===== src/rtl/fact_pkg.sv =====
// rtl/fact_pkg.sv - shared state codes and parameter defaults for the factorial controller
package fact_pkg;

  localparam int N_W_DEF      = 4;
  localparam int N_MAX_DEF    = 12;
  localparam int WDOG_MAX_DEF = 15;

  // Encodings double as the cs debug code driven to the LEDs.
  typedef enum logic [2:0] {
    S_IDLE = 3'd0,
    S_LOAD = 3'd1,
    S_CMP  = 3'd2,
    S_MUL  = 3'd3,
    S_DONE = 3'd4,
    S_ERR  = 3'd5
  } state_t;

endpackage


===== src/rtl/fact_ctrl_wdog.sv =====
// rtl/fact_ctrl_wdog.sv - MUL iteration counter with limit flag (used when FACT_CTRL_WDOG_EN is defined)
module fact_ctrl_wdog
  import fact_pkg::*;
#(
  parameter int WDOG_MAX = WDOG_MAX_DEF
) (
  input  logic clk,
  input  logic rst,
  input  logic clr,
  input  logic inc,
  output logic at_max
);

  localparam int CW = $clog2(WDOG_MAX + 1);
  localparam logic [CW-1:0] MAX_V = WDOG_MAX[CW-1:0];

  logic [CW-1:0] count;

  // Count MUL cycles since the last LOAD; the controller never lets it pass MAX_V.
  always_ff @(posedge clk) begin
    if (rst)      count <= '0;
    else if (clr) count <= '0;
    else if (inc) count <= count + CW'(1);
  end

  assign at_max = (count == MAX_V);

endmodule


===== src/rtl/fact_ctrl.sv =====
// rtl/fact_ctrl.sv - Moore FSM sequencing the iterative factorial datapath; optional watchdog under FACT_CTRL_WDOG_EN
module fact_ctrl
  import fact_pkg::*;
#(
  parameter int N_W      = N_W_DEF,
  parameter int N_MAX    = N_MAX_DEF,
  parameter int WDOG_MAX = WDOG_MAX_DEF
) (
  input  logic           clk,
  input  logic           rst,
  input  logic           go,
  input  logic [N_W-1:0] n,
  input  logic           gt,
  output logic           cnt_ld,
  output logic           cnt_en,
  output logic           reg_ld,
  output logic           reg_sel,
  output logic           out_en,
  output logic           done,
  output logic           err,
  output logic [2:0]     cs
);

  localparam logic [N_W-1:0] N_MAX_V = N_MAX[N_W-1:0];

  state_t state, state_nxt;
  logic   wdog_trip;

`ifdef FACT_CTRL_WDOG_EN
  fact_ctrl_wdog #(
    .WDOG_MAX (WDOG_MAX)
  ) u_wdog (
    .clk    (clk),
    .rst    (rst),
    .clr    (state == S_LOAD),
    .inc    (state == S_MUL),
    .at_max (wdog_trip)
  );
`else
  // No iteration limit: gt is trusted to fall eventually.
  logic wdog_unused;
  assign wdog_unused = (WDOG_MAX > 0);
  assign wdog_trip   = 1'b0;
`endif

  // State register; reset aborts any run at the next edge.
  always_ff @(posedge clk) begin
    if (rst) state <= S_IDLE;
    else     state <= state_nxt;
  end

  // Next-state and Moore output decode; outputs depend on state only.
  always_comb begin
    state_nxt = state;
    cnt_ld    = 1'b0;
    cnt_en    = 1'b0;
    reg_ld    = 1'b0;
    reg_sel   = 1'b0;
    out_en    = 1'b0;
    done      = 1'b0;
    err       = 1'b0;
    case (state)
      S_IDLE: begin
        if (go) state_nxt = (n > N_MAX_V) ? S_ERR : S_LOAD;
      end
      S_LOAD: begin
        cnt_ld    = 1'b1;
        reg_ld    = 1'b1;
        reg_sel   = 1'b0;
        state_nxt = S_CMP;
      end
      S_CMP: begin
        if (gt) state_nxt = wdog_trip ? S_ERR : S_MUL;
        else    state_nxt = S_DONE;
      end
      S_MUL: begin
        reg_ld    = 1'b1;
        reg_sel   = 1'b1;
        cnt_en    = 1'b1;
        state_nxt = S_CMP;
      end
      S_DONE: begin
        done   = 1'b1;
        out_en = 1'b1;
        if (!go) state_nxt = S_IDLE;
      end
      S_ERR: begin
        err = 1'b1;
        if (!go) state_nxt = S_IDLE;
      end
      default: state_nxt = S_IDLE;
    endcase
  end

  assign cs = state;

endmodule

===== config.mk =====
export PLATFORM = sky130hd
export DESIGN_NAME = fact_ctrl
export DESIGN_NICKNAME = d
export VERILOG_FILES = /design/src/rtl/fact_pkg.sv /design/src/rtl/fact_ctrl_wdog.sv /design/src/rtl/fact_ctrl.sv
export SDC_FILE = /design/constraint.sdc
export NUM_CORES = 1
export LEC_CHECK = 0
export ABC_AREA = 1
export CELL_PAD_IN_SITES_DETAIL_PLACEMENT = 0
export CELL_PAD_IN_SITES_GLOBAL_PLACEMENT = 1
export CORE_AREA = 4 4 41 43
export CTS_CLUSTER_SIZE = 30
export DETAILED_ROUTE_END_ITERATION = 6
export DIE_AREA = 0 0 45 47
export PLACE_DENSITY = 0.78
export SLEW_MARGIN = 20
export SYNTH_ARGS = -nofsm -noshare
export SYNTH_HDL_FRONTEND = slang
export SYNTH_SLANG_ARGS = --single-unit

===== constraint.sdc =====
create_clock -name clk -period 2.54 [get_ports clk]
set_input_delay 0.635 -clock clk [delete_from_list [all_inputs] [get_ports clk]]
set_output_delay 0.635 -clock clk [all_outputs]
set_load 0.01 [all_outputs]

==> results <==
## power groups by stage
| stage | logic, uW | clock network, uW | registers [uW] |
|---|---|---|---|
| floorplan | 38.9 | 0 | 62.7 |
| global placement | 83.0 | 0 | 61.4 |
| detailed placement | 82.5 | 0 | 61.5 |
| CTS | 82.7 | 87.1 | 60.8 |
| global route | 89.5 | 92.9 | 61.8 |
| finish | 81.3 | 82.6 | 60.8 |
## routing by layer
| layer | routed length, um | global-route usage, % |
|---|---|---|
| met1 | 260 | 6.82 |
| met2 | 362 | 11.6 |
| met3 | 46 | 2.68 |
| met4 | 0 | 5.26 |
| met5 | 0 | 0 |
## worst register-to-register path, delay by kind of cell, from the launching register on
| family | cells | cell delay [ns] |
|---|---|---|
| and+or+nand+nor | 4 | 0.35 |
| buffers and inverters | 1 | 0.08 |
| DFF | 1 | 0.46 |
| AOI/OAI and AO/OA | 1 | 0.10 |
## area by class of cell
class,instances,area [um2]
fillers,163,868
repair buffers,17,170
multi-input cells,26,124
flip-flops and latches,3,60.1
inverters,9,33.8
clock buffers,4,26.3
well taps,15,18.8
## Yosys cell counts
master,count
buf_4,2
nor2_1,3
nor2_2,1
nand2_1,10
a21oi_2,1
dfxtp_1,3
inv_2,2
inv_1,7
a21oi_1,3
nand3_1,4
nor3_1,2
o21ai_0,1
nor3_2,1
## logic make-up after synthesis
group           Yosys count  synth area share (%)
compound gates            5                  12.4
buf+inv                  11                  21.0
flops                     3                  25.8
simple gates             21                  40.9
## worst min path at each step
stage / cells past startpoint / slack [ns] / end / start
after global routing: 2 / 0.65 / cs[2] / cs[2]
after detailed placement: 2 / 0.59 / cs[2] / cs[2]
final: 2 / 0.59 / cs[2] / cs[2]
after global placement: 2 / 0.57 / cs[2] / cs[2]
after floorplan: 2 / 0.58 / cs[2] / cs[2]
after CTS: 2 / 0.60 / cs[2] / cs[2]
## per-stage QoR
stage	cell area [um2]	worst slack [ns]	hold slack (ns)	cells	power (uW)
floorplan	233	0.743	0.580	40	102
global placement	407	0.536	0.568	70	144
detailed placement	407	0.548	0.592	70	144
CTS	433	0.291	0.598	74	231
global route	433	0.214	0.649	74	244
finish	433	0.324	0.586	74	225
==> results.py <==
metrics = {
    "grt": {
        "grt_pass1_wl_mm": 1.01,
        "antenna_found_initial": 0,
        "grt.total_usage_pct": 6.87,
        "grt_pass1_vias": 271,
        "grt_max_degree": 8,
        "gr-total-overflow": 0,
    },
    "finish": {
        "largest_reg_flops": 3,
        "drive_gt1_share_pct": 13.6,
        "antennaDiodeCount": 0,
        "final_cell_mix": "clkdlybuf4s50_1, nand2_1, inv_1, nand3_1",
        "postLayoutCoreUtil_pct": 33.3,
        "finalNetCount": 68,
        "area_delta_synth_final_pct": 86.0,
        "layout_commonest_cell": "clkdlybuf4s50_1",
    },
    "timing": {
        "finalSetupViolations": 0,
        "tightestPinTransition_ns": 0.261,
        "period_needed_ns": 2.22,
        "slew_violations": 0,
        "finalSetupTns_ns": 0,
        "fin_skew_ns": 0.00457,
        "slew_headroom_pct": 82.6,
        "grt_setup_unrepaired": "false",
        "fmax_mhz": 451,
        "finalHoldViolCount": 0,
        "fin_crit_sh_pct": 87.3,
    },
    "setup_path": {
        "ff2ff_setup_slack_ns": 1.50,
        "crit_path_end": "reg_sel",
        "path_max_fanout": 5,
        "crit_arrival_ns": 1.58,
        "crit_type": "register to primary output",
        "critPathTopFamily": "buffers and inverters",
        "crit_cells": 5,
        "crit_chain": "inv_1 -> nor2_1 -> inv_1 -> nor2_1 -> clkdlybuf4s50_1",
        "startpoint_type": "register",
        "reg2reg_to": "cs[0]",
        "cp_slowest_cell": "clkdlybuf4s50_1",
        "max_stage_delay_ns": 0.55,
        "worstReg2RegStart": "cs[1]",
        "crit_required_ns": 1.90,
        "crit_start": "cs[0]",
        "critical_path_buf_inv_count": 3,
        "rr_worst_depth": 6,
        "endpoint_kind": "primary output",
    },
    "pwr": {
        "p_seq_share_pct": 27.1,
        "switchingPower_uw": 69.6,
        "internal-power_uw": 155,
        "ir_drop_v": 0.000167,
        "p_leak_uw": 0.000191,
        "sw_frac_of_total_pct": 31.0,
        "pwr-share-clk_pct": 36.8,
        "power_frac_comb_pct": 36.2,
        "power_density_nw_per_um2": 519,
    },
    "synthesis": {
        "synth_area_leaders": "dfxtp_1, nand2_1, inv_1",
        "seq_area_frac_synth_pct": 25.8,
        "postSynthAreaPerCell_um2": 5.82,
        "ys.warnings.count": 0,
        "syn-num-nets": 48,
        "synth_cell_types": 13,
        "syn_inst": 40,
        "synth.top_cell.area_share_pct": 25.8,
        "synth_area_um2": 233,
        "netlist.top_cell.by_area": "dfxtp_1",
        "yosys_register_bits": 3,
    },
    "cts": {
        "clock-sinks": 3,
        "hold_buffers": 0,
        "cts-root-buf": "clkbuf_4",
        "htreeDepth": 1,
        "insertion_delay_ns": 0.23,
        "cts-buffers-inserted": 3,
        "clkTransAtPathRegs_ns": 0.04,
        "cts_setup_buffers": 0,
        "clockBufferDepth": 2,
        "cts_tree": "done",
        "cts_resized": 0,
    },
    "drt": {
        "initialDrtViolationCount": 7,
        "via_per_inst": 3.84,
        "drc_errors": 0,
        "post_drt_wl_per_cell_um": 9.04,
        "postRouteAntennaNets": 0,
        "via_count": 284,
        "drt_wl_total_um": 669,
        "drtPass1Iterations": 3,
    },
    "die": {
        "die_x_um": 45,
        "die_h_um": 47,
        "initial_core_util_pct": 17.9,
        "fp-row-count": 13,
        "ios": 18,
        "coreArea_um2": 1300,
        "dieArea_um2": 2120,
    },
    "status": {
        "status": "complete, no violations",
    },
    "flow_run": {
        "drv_cap": 0,
    },
    "placed_design": {
        "gp_congestion": 0.650,
        "dp.final_hpwl_um": 581,
        "portBuffers": 17,
    },
    "hold_path": {
        "hold_class": "register to register",
    },
}
(Power assumes the default switching activity.)
